File: config.mk
export PLATFORM = sky130hd
export DESIGN_NAME = code_nco_ctx_sched
export DESIGN_NICKNAME = d
export VERILOG_FILES = /design/src/rtl/code_nco_ctx_sched.sv
export SDC_FILE = /design/constraint.sdc
export NUM_CORES = 1
export LEC_CHECK = 0
export ABC_AREA = 1
export CORE_MARGIN = 3
export CORE_UTILIZATION = 46
export CTS_CLUSTER_SIZE = 10
export DETAILED_ROUTE_END_ITERATION = 7
export MAX_ROUTING_LAYER = met4
export PLACE_DENSITY_LB_ADDON = 0.12
export RECOVER_POWER = 100
export SLEW_MARGIN = 20
export SYNTH_ARGS = -nofsm -noshare
export SYNTH_HDL_FRONTEND = slang
export SYNTH_SLANG_ARGS = --single-unit
File: constraint.sdc
create_clock -name clk -period 6.3 [get_ports clk]
set_clock_uncertainty 0.15 [all_clocks]
set_input_delay 0.63 -clock clk [delete_from_list [all_inputs] [get_ports clk]]
set_output_delay 0.63 -clock clk [all_outputs]
set_load 0.03 [all_outputs]
File: src/rtl/code_nco_ctx_sched.sv
// Context scheduler that time-multiplexes one code NCO across CH_NUM channels.
// Each round: for every enabled channel read context, load the NCO, run blk_len strobes, write back.
module code_nco_ctx_sched #(
  parameter int unsigned CH_NUM = 32,
  parameter int unsigned CH_W   = 5
) (
  input  logic              clk,
  input  logic              rst_b,
  input  logic              round_start,
  input  logic              round_abort,
  input  logic [CH_NUM-1:0] ch_enable,
  input  logic [7:0]        blk_len,
  output logic              ctx_rd_en,
  output logic              ctx_wr_en,
  output logic [CH_W-1:0]   ctx_addr,
  input  logic [71:0]       ctx_rd_data,
  output logic [39:0]       ctx_wr_data,
  output logic [31:0]       nco_code_freq,
  output logic              nco_phase_en,
  output logic [31:0]       nco_phase_ld,
  output logic              nco_jump_en,
  output logic [7:0]        nco_jump_ld,
  output logic              nco_fill_finished,
  output logic              nco_data_down_en,
  input  logic [31:0]       nco_phase_cur,
  input  logic [7:0]        nco_jump_cur,
  output logic [CH_W-1:0]   cur_ch,
  output logic              busy,
  output logic              round_done,
  output logic              round_overrun
);

  localparam int unsigned LEN_W = 8;
  localparam int unsigned ST_W  = 3;

  localparam logic [ST_W-1:0] S_IDLE = 3'd0;
  localparam logic [ST_W-1:0] S_SCAN = 3'd1;
  localparam logic [ST_W-1:0] S_RD   = 3'd2;
  localparam logic [ST_W-1:0] S_LD   = 3'd3;
  localparam logic [ST_W-1:0] S_FILL = 3'd4;
  localparam logic [ST_W-1:0] S_RUN  = 3'd5;
  localparam logic [ST_W-1:0] S_SAVE = 3'd6;

  logic [ST_W-1:0]   r_state;
  logic [CH_NUM-1:0] r_pending;
  logic [LEN_W-1:0]  r_blk_len;
  logic [LEN_W-1:0]  r_cnt;
  logic [CH_W-1:0]   r_cur_ch;

  logic              r_ctx_rd_en;
  logic              r_ctx_wr_en;
  logic [CH_W-1:0]   r_ctx_addr;
  logic [31:0]       r_nco_code_freq;
  logic              r_nco_ld;
  logic              r_nco_fill;
  logic              r_nco_down;
  logic              r_busy;
  logic              r_round_done;
  logic              r_round_overrun;

  logic [ST_W-1:0]   w_state_nxt;
  logic [CH_NUM-1:0] w_pending_nxt;
  logic [LEN_W-1:0]  w_blk_len_nxt;
  logic [LEN_W-1:0]  w_cnt_nxt;
  logic [CH_W-1:0]   w_cur_ch_nxt;
  logic              w_any;
  logic [CH_W-1:0]   w_low_idx;
  logic              w_done_nxt;
  logic              w_overrun_nxt;

  // Lowest pending channel; descending scan so the last hit is the lowest index.
  always_comb begin
    w_any     = 1'b0;
    w_low_idx = '0;
    for (int i = int'(CH_NUM) - 1; i >= 0; i--) begin
      if (r_pending[i]) begin
        w_any     = 1'b1;
        w_low_idx = CH_W'(i);
      end
    end
  end

  always_ff @(posedge clk or negedge rst_b) begin
    if (!rst_b) begin
      r_state   <= S_IDLE;
      r_pending <= '0;
      r_blk_len <= '0;
      r_cnt     <= '0;
      r_cur_ch  <= '0;
    end else begin
      r_state   <= w_state_nxt;
      r_pending <= w_pending_nxt;
      r_blk_len <= w_blk_len_nxt;
      r_cnt     <= w_cnt_nxt;
      r_cur_ch  <= w_cur_ch_nxt;
    end
  end

  always_comb begin
    w_state_nxt   = r_state;
    w_pending_nxt = r_pending;
    w_blk_len_nxt = r_blk_len;
    w_cnt_nxt     = r_cnt;
    w_cur_ch_nxt  = r_cur_ch;
    case (r_state)
      S_IDLE: begin
        if (round_start && !round_abort) begin
          w_state_nxt   = S_SCAN;
          w_pending_nxt = ch_enable;
          w_blk_len_nxt = blk_len;
          w_cur_ch_nxt  = '0;
        end
      end
      S_SCAN: begin
        if (w_any) begin
          w_cur_ch_nxt             = w_low_idx;
          w_pending_nxt[w_low_idx] = 1'b0;
          w_state_nxt              = S_RD;
        end else begin
          w_state_nxt = S_IDLE;
        end
      end
      S_RD:   w_state_nxt = S_LD;
      S_LD:   w_state_nxt = S_FILL;
      S_FILL: begin
        if (r_blk_len == '0) begin
          w_state_nxt = S_SAVE;
        end else begin
          w_state_nxt = S_RUN;
          w_cnt_nxt   = r_blk_len;
        end
      end
      S_RUN: begin
        w_cnt_nxt = r_cnt - LEN_W'(1);
        if (r_cnt <= LEN_W'(1)) begin
          w_state_nxt = S_SAVE;
        end
      end
      S_SAVE:  w_state_nxt = S_SCAN;
      default: w_state_nxt = S_IDLE;
    endcase
    // Abort overrides everything outside IDLE; the SAVE cycle's write is already on the bus.
    if (round_abort && (r_state != S_IDLE)) begin
      w_state_nxt   = S_IDLE;
      w_pending_nxt = '0;
    end
  end

  assign w_done_nxt    = (w_state_nxt == S_SCAN) && (w_pending_nxt == '0);
  assign w_overrun_nxt = round_start && !round_abort && (r_state != S_IDLE);

  // Strobes registered from the next state so they line up with their state cycle.
  always_ff @(posedge clk or negedge rst_b) begin
    if (!rst_b) begin
      r_ctx_rd_en     <= 1'b0;
      r_ctx_wr_en     <= 1'b0;
      r_ctx_addr      <= '0;
      r_nco_ld        <= 1'b0;
      r_nco_fill      <= 1'b0;
      r_nco_down      <= 1'b0;
      r_busy          <= 1'b0;
      r_round_done    <= 1'b0;
      r_round_overrun <= 1'b0;
    end else begin
      r_ctx_rd_en     <= (w_state_nxt == S_RD);
      r_ctx_wr_en     <= (w_state_nxt == S_SAVE);
      r_ctx_addr      <= ((w_state_nxt == S_RD) || (w_state_nxt == S_SAVE)) ? w_cur_ch_nxt : '0;
      r_nco_ld        <= (w_state_nxt == S_LD);
      r_nco_fill      <= (w_state_nxt == S_FILL);
      r_nco_down      <= (w_state_nxt == S_RUN);
      r_busy          <= (w_state_nxt != S_IDLE);
      r_round_done    <= w_done_nxt;
      r_round_overrun <= w_overrun_nxt;
    end
  end

  always_ff @(posedge clk or negedge rst_b) begin
    if (!rst_b) begin
      r_nco_code_freq <= '0;
    end else if (r_state == S_LD) begin
      r_nco_code_freq <= ctx_rd_data[71:40];
    end
  end

  // Data paths are gated by their registered strobes so they read zero when idle.
  assign nco_phase_ld      = r_nco_ld ? ctx_rd_data[39:8] : '0;
  assign nco_jump_ld       = r_nco_ld ? ctx_rd_data[7:0]  : '0;
  assign ctx_wr_data       = r_ctx_wr_en ? {nco_phase_cur, nco_jump_cur} : '0;

  assign ctx_rd_en         = r_ctx_rd_en;
  assign ctx_wr_en         = r_ctx_wr_en;
  assign ctx_addr          = r_ctx_addr;
  assign nco_code_freq     = r_nco_code_freq;
  assign nco_phase_en      = r_nco_ld;
  assign nco_jump_en       = r_nco_ld;
  assign nco_fill_finished = r_nco_fill;
  assign nco_data_down_en  = r_nco_down;
  assign cur_ch            = r_cur_ch;
  assign busy              = r_busy;
  assign round_done        = r_round_done;
  assign round_overrun     = r_round_overrun;

endmodule

# ---- Word level (Yosys, flattened, before mapping)
# Index checks and enable logic that the tools add are counted.
dict set report totals {
  regBits 101
}
dict set report op_classes {
  mux 85
  reduce_logical 15
  n_bitwise 2
  add_sub_neg 1
  eq_ne 13
  magnitude_cmp 3
}
# cell n
set op_table {}
lappend op_table {{$mux W5} 35}
lappend op_table {{$mux W32} 4}
lappend op_table {{$pmux W32 S2} 1}
lappend op_table {{$mux W40} 1}
lappend op_table {{$mux W1} 33}
lappend op_table {{$and A32 B32 Y32} 1}
lappend op_table {{$logic_not A32 Y1} 1}
lappend op_table {{$not A32 Y32} 1}
lappend op_table {{$pmux W3 S7} 1}
lappend op_table {{$eq A3 B3 Y1 const B} 6}
lappend op_table {{$mux W8} 2}
lappend op_table {{$pmux W8 S2} 1}
lappend op_table {{$eq A3 B2 Y1 const B} 4}
lappend op_table {{$pmux W5 S2} 1}
lappend op_table {{$mux W3} 3}
lappend op_table {{$le A8 B1 Y1 const B} 1}
lappend op_table {{$logic_not A8 Y1} 1}
lappend op_table {{$sub A8 B1 Y8 const B} 1}
lappend op_table {{$eq A3 B1 Y1 const B} 2}
lappend op_table {{$lt A5 B6 Y1 const B} 1}
lappend op_table {{$reduce_bool A3 Y1} 2}
lappend op_table {{$demux W1 S5} 1}
lappend op_table {{$ge A5 B1 Y1 const B} 1}
lappend op_table {{$logic_and A1 B1 Y1} 5}
lappend op_table {{other kinds (7)} 9}

# ---- Longest topological paths before layout
dict set report logic_depth {
  ltp_word 43
  depth_mapped 42
  ltp_nobuf 42
}

# ---- Least setup slack after synthesis
# OpenSTA, ideal clock, no wires.
dict set report synth_timing {
  path_kind {reg2reg}
  start {reg r_pending[30]}
  end {reg r_round_done (netlist: round_done)}
  setup_ps 69
  setup_slack_ps 3459
  period_less_slack_ps 2841
  arrival_time_ps 2622
  path_stages_with_launch 23
  cell_sequence {dfrtp_1 nor2_2 nand3_2 nor2_2 nand2_2 nor3_2 nand3_1 nor3_2 nand3_1 nor3_2 nand3_1 nor3_2 nand3_2 nand2_2 o221ai_2 nor2_2 nand3_1 or3_1 a21oi_1 nand3_1 nor2_1 nand2_1 nor2_2}
}
dict set report synth_via {
  elab_chain_cells 42
}
# item line_no
set synth_lines {}
lappend synth_lines {{start: declaration} 45} ;# logic [CH_NUM-1:0] r_pending;
lappend synth_lines {{start signal: assignment} 92} ;# r_pending <= w_pending_nxt;
lappend synth_lines {{$mux W5 (31 in a row)} 76} ;# if (r_pending[i]) begin
lappend synth_lines {{$lt A5 B6 Y1 (implied by the code) or $ge A5 B1 Y1 (tied branches)} 117} ;# w_pending_nxt[w_low_idx] = 1'b0;
lappend synth_lines {{$logic_and A1 B1 Y1 (implied by the code)} 117}
lappend synth_lines {{$mux W1 (implied by the code)} 117}
lappend synth_lines {{$demux W1 S5} 117}
lappend synth_lines {{$not A32 Y32 (no source line)} --}
lappend synth_lines {{$and A32 B32 Y32 (no source line)} --}
lappend synth_lines {{$mux W32} 115} ;# if (w_any) begin
lappend synth_lines {{$pmux W32 S2} 105} ;# case (r_state)
lappend synth_lines {{$mux W32} 143} ;# if (round_abort && (r_state != S_IDLE)) begin
lappend synth_lines {{$logic_not A32 Y1} 149} ;# assign w_done_nxt = (w_state_nxt == S_SCAN) && (w_pending_nxt == '0);
lappend synth_lines {{$logic_and A1 B1 Y1 *} 149}
lappend synth_lines {{net w_done_nxt} 68} ;# logic w_done_nxt;
lappend synth_lines {{end signal: assignment} 172} ;# r_round_done <= w_done_nxt;
lappend synth_lines {{end: declaration} 58} ;# logic r_round_done;
# The timed path passes the listed nets; every way through them passes the cells marked *.
# A chain may end at the register's enable or synchronous reset.

# ---- Final worst setup path
dict set report layout_timing {
  start {reg r_state[1]}
  end {reg r_round_done (netlist: round_done)}
}
dict set report layout_via {
  elab_chain_cells 5
}
# item line_no
set layout_lines {}
lappend layout_lines {{start: declaration} 44} ;# logic [ST_W-1:0] r_state;
lappend layout_lines {{start signal: assignment} 91} ;# r_state <= w_state_nxt;
lappend layout_lines {{$eq A3 B1 Y1 (tied with other cells)} 105}
lappend layout_lines {{$pmux W32 S2 or $logic_and A1 B1 Y1 (tied branches)} {105, 143}}
lappend layout_lines {{$mux W32 *} 143}
lappend layout_lines {{net w_pending_nxt[0]} 62} ;# logic [CH_NUM-1:0] w_pending_nxt;
lappend layout_lines {{$logic_not A32 Y1 *} 149}
lappend layout_lines {{$logic_and A1 B1 Y1 *} 149}
lappend layout_lines {{net w_done_nxt} 68}
# Marked as above.

==> results.sh <==
export IMPL_hpwlAfterDp_um=15700
export IMPL_finalSetupTns_ns=0
export IMPL_period_needed_ns=4.696
export IMPL_status="finished, violations left"
export IMPL_dp_cells=1310
export IMPL_fin_area_mm2=0.009529
export IMPL_pin_count=287
export IMPL_r2r_setup_slack_ns=1.60
export IMPL_drcViolationCount=0
export IMPL_htreeDepth=3
export IMPL_setup_viol=0
export IMPL_final_common_cell="nand2_1"
export IMPL_cts_tree="yes"
export IMPL_start_kind="flop"
export IMPL_grt_pass1_wl_um=32170
export IMPL_cts_made_buffers=9
export IMPL_finalNonFillerCells=1327
export IMPL_syn_area_mm2=0.006260
export IMPL_nets=1307
export IMPL_hold_viol=0
export IMPL_ant_nets=0
export IMPL_layout_common_cells="262 x nand2_1, 174 x inv_1, 156 x clkdlybuf4s50_1, 129 x dlygate4sd3_1, 101 x dfrtp_1"
export IMPL_io_buffers=286
export IMPL_regToRegStartpoint="r_state[1]"
export IMPL_synth_edf_count=0
export IMPL_reg2regPathDepth=14
export IMPL_crit_path_max_fanout=64
export IMPL_die_h_um=122.7
export IMPL_synth_seq_cells=101
export IMPL_worstPathRequired_ns=6.44
export IMPL_drive_gt1_frac=0.06932
export IMPL_yosysSeqAreaShare=0.4038
export IMPL_endpoint_kind="flop"
export IMPL_vias=6660
export IMPL_cts_hold_buf=0
export IMPL_critical_path_class="flop to flop"
export IMPL_yosys_area_top_type_share=0.4038
export IMPL_synth_top_area_cell="dfrtp_1"
export IMPL_cts_sinks=101
export IMPL_dpl_cell_area_mm2=0.009233
export IMPL_cts_buffer_depth=2
export IMPL_clkLatencyLatePin_ns=0.35
export IMPL_synthArstFlopShare=1.000
export IMPL_max_freq_mhz=213.0
export IMPL_grt_pass1_vias=6273
export IMPL_place_ws_ns=2.421
export IMPL_row_count=41
export IMPL_path_clk_slew_ns=0.08
export IMPL_yosysWarningCount=0
export IMPL_avgSynthCellArea_um2=7.097
export IMPL_synth_nets=1040
export IMPL_worst_pin_slew_ns=1.918
export IMPL_fin_ws_ns=1.604
export IMPL_gp_congestion=0.9343
export IMPL_vias_per_cell=5.019
export IMPL_hold_path_class="flop to flop"
export IMPL_powerDensity_mw_per_mm2=431.9
export IMPL_maxCapViolCount=5
export IMPL_grt_max_degree=72
export IMPL_cp_arrival_ns=4.84
export IMPL_wl_um=20390
export IMPL_finalHoldWorstSlack_ns=0.3517
export IMPL_post_cts_buffers=0
export IMPL_period_share=0.7454
export IMPL_rsz0062_at_grt="no"
export IMPL_grt_use_total=0.2797
export IMPL_ctsResizeCount=0
export IMPL_cts_root_buf="clkbuf_16"
export IMPL_r2r_end="round_done"
export IMPL_dieArea_mm2=0.01504
export IMPL_overflow=0
export IMPL_timing_critical_path_to="round_done"
export IMPL_synthTopCellsByArea="dfrtp_1 40%, nand2_1 16%, inv_1 10%"
export IMPL_start_util=0.4823
export IMPL_first_pass_iters=5
export IMPL_leakage_nw=5.215
export IMPL_core_area_mm2=0.01298
export IMPL_die_x_um=122.7
export IMPL_yosysUniqueCellTypes=39
export IMPL_antenna_found_initial=0
export IMPL_wl_per_cell_um=15.37
export IMPL_initialDrtViolationCount=481
export IMPL_syn_to_final_growth_pct=52.23
export IMPL_peakVddDrop_v=0.0002881
export IMPL_drv_slew=237
export IMPL_violations="max-capacitance violations, max-slew violations"
export IMPL_slew_headroom=-0.2799
export IMPL_power_mw=4.116
export IMPL_final_util=0.7342
export IMPL_syn_inst=882
export IMPL_crit_start="r_state[1]"
export IMPL_synth_flop_cell="dfrtp_1"
[final cells by class]
type	count	area [um2]
inverters	182	683.2
well taps	172	215.2
diodes	1	2.502
flip-flops and latches	101	2527
clock inverters	7	90.09
repair buffers	292	2892
fillers	1048	3450
multi-input cells	563	2894
clock buffers	9	225.2
[cell families after synthesis]
logic type      synth area share
compound gates            0.1077
fa+ha+maj               0.003997
mux                      0.05757
buf+inv                   0.1341
simple gates              0.2900
xor+xnor                0.002799
flops                     0.4038
[routing by layer]
metal  up-vias  track usage  part of all wire
met5         -            -                 0
met4         0       0.1218             0.038
met3        51      0.07005             0.088
met2       292       0.4332              0.47
met1      2994       0.3492              0.41
li1       3323            -                 -
[Yosys cell counts, types with 2 or more instances]
cell type and n:
nor3_1 8, clkbuf_1 30, nand2_1 262, nor2_1 72
nand3_2 4, o21ai_0 16, nor4_1 7, ha_1 2
nand2_4 2, mux2_2 32, nand2_2 3, nor2_2 5
buf_4 2, o211ai_1 3, a221oi_1 33, buf_2 2
o221ai_1 2, nand4_1 20, clkinv_1 2, nand3_1 36
inv_1 172, nor3_2 4, dfrtp_1 101, inv_2 8
a21oi_1 40
[state kept, by name, indices dropped and copies added (netlist names), 3 cells and up]
signal / cells
r_state: 3
r_cnt: 8
r_pending: 32
r_blk_len: 8
ctx_addr: 5
cur_ch: 5
nco_code_freq: 32
[critical path: stages (launching register included)]
cell and delay (ns):
dfrtp_1 0.41, nor2_1 0.10, inv_1 1.37, nor2_1 0.23
inv_1 0.20, nor2_2 0.04, clkbuf_1 0.62, a221oi_1 0.45
a211oi_1 0.11, or3_1 0.42, a21oi_1 0.16, nand3_1 0.10
nor2_1 0.11, nand2_1 0.08, nor2_2 0.07
[worst min-delay path by stage]
stage	start	endpoint	slack, ns	cells past startpoint
after floorplan	rst_b	busy	0.18	0
after global placement	nco_code_freq[18]	nco_code_freq[18]	0.34	1
after detailed placement	nco_code_freq[6]	nco_code_freq[6]	0.34	1
after CTS	rst_b	nco_code_freq[1]	0.05	1
after global routing	nco_code_freq[29]	nco_code_freq[29]	0.36	1
final	nco_code_freq[7]	nco_code_freq[7]	0.35	1
[report_power, final]
group / switching (mW) / leakage, nW / internal, mW / total [mW]
clock: 0.263 / 0.153 / 0.318 / 0.580
sequential: 0.211 / 1.27 / 0.920 / 1.13
combinational: 1.52 / 3.79 / 0.882 / 2.40
No activity file was read; power rests on OpenSTA's default activity.
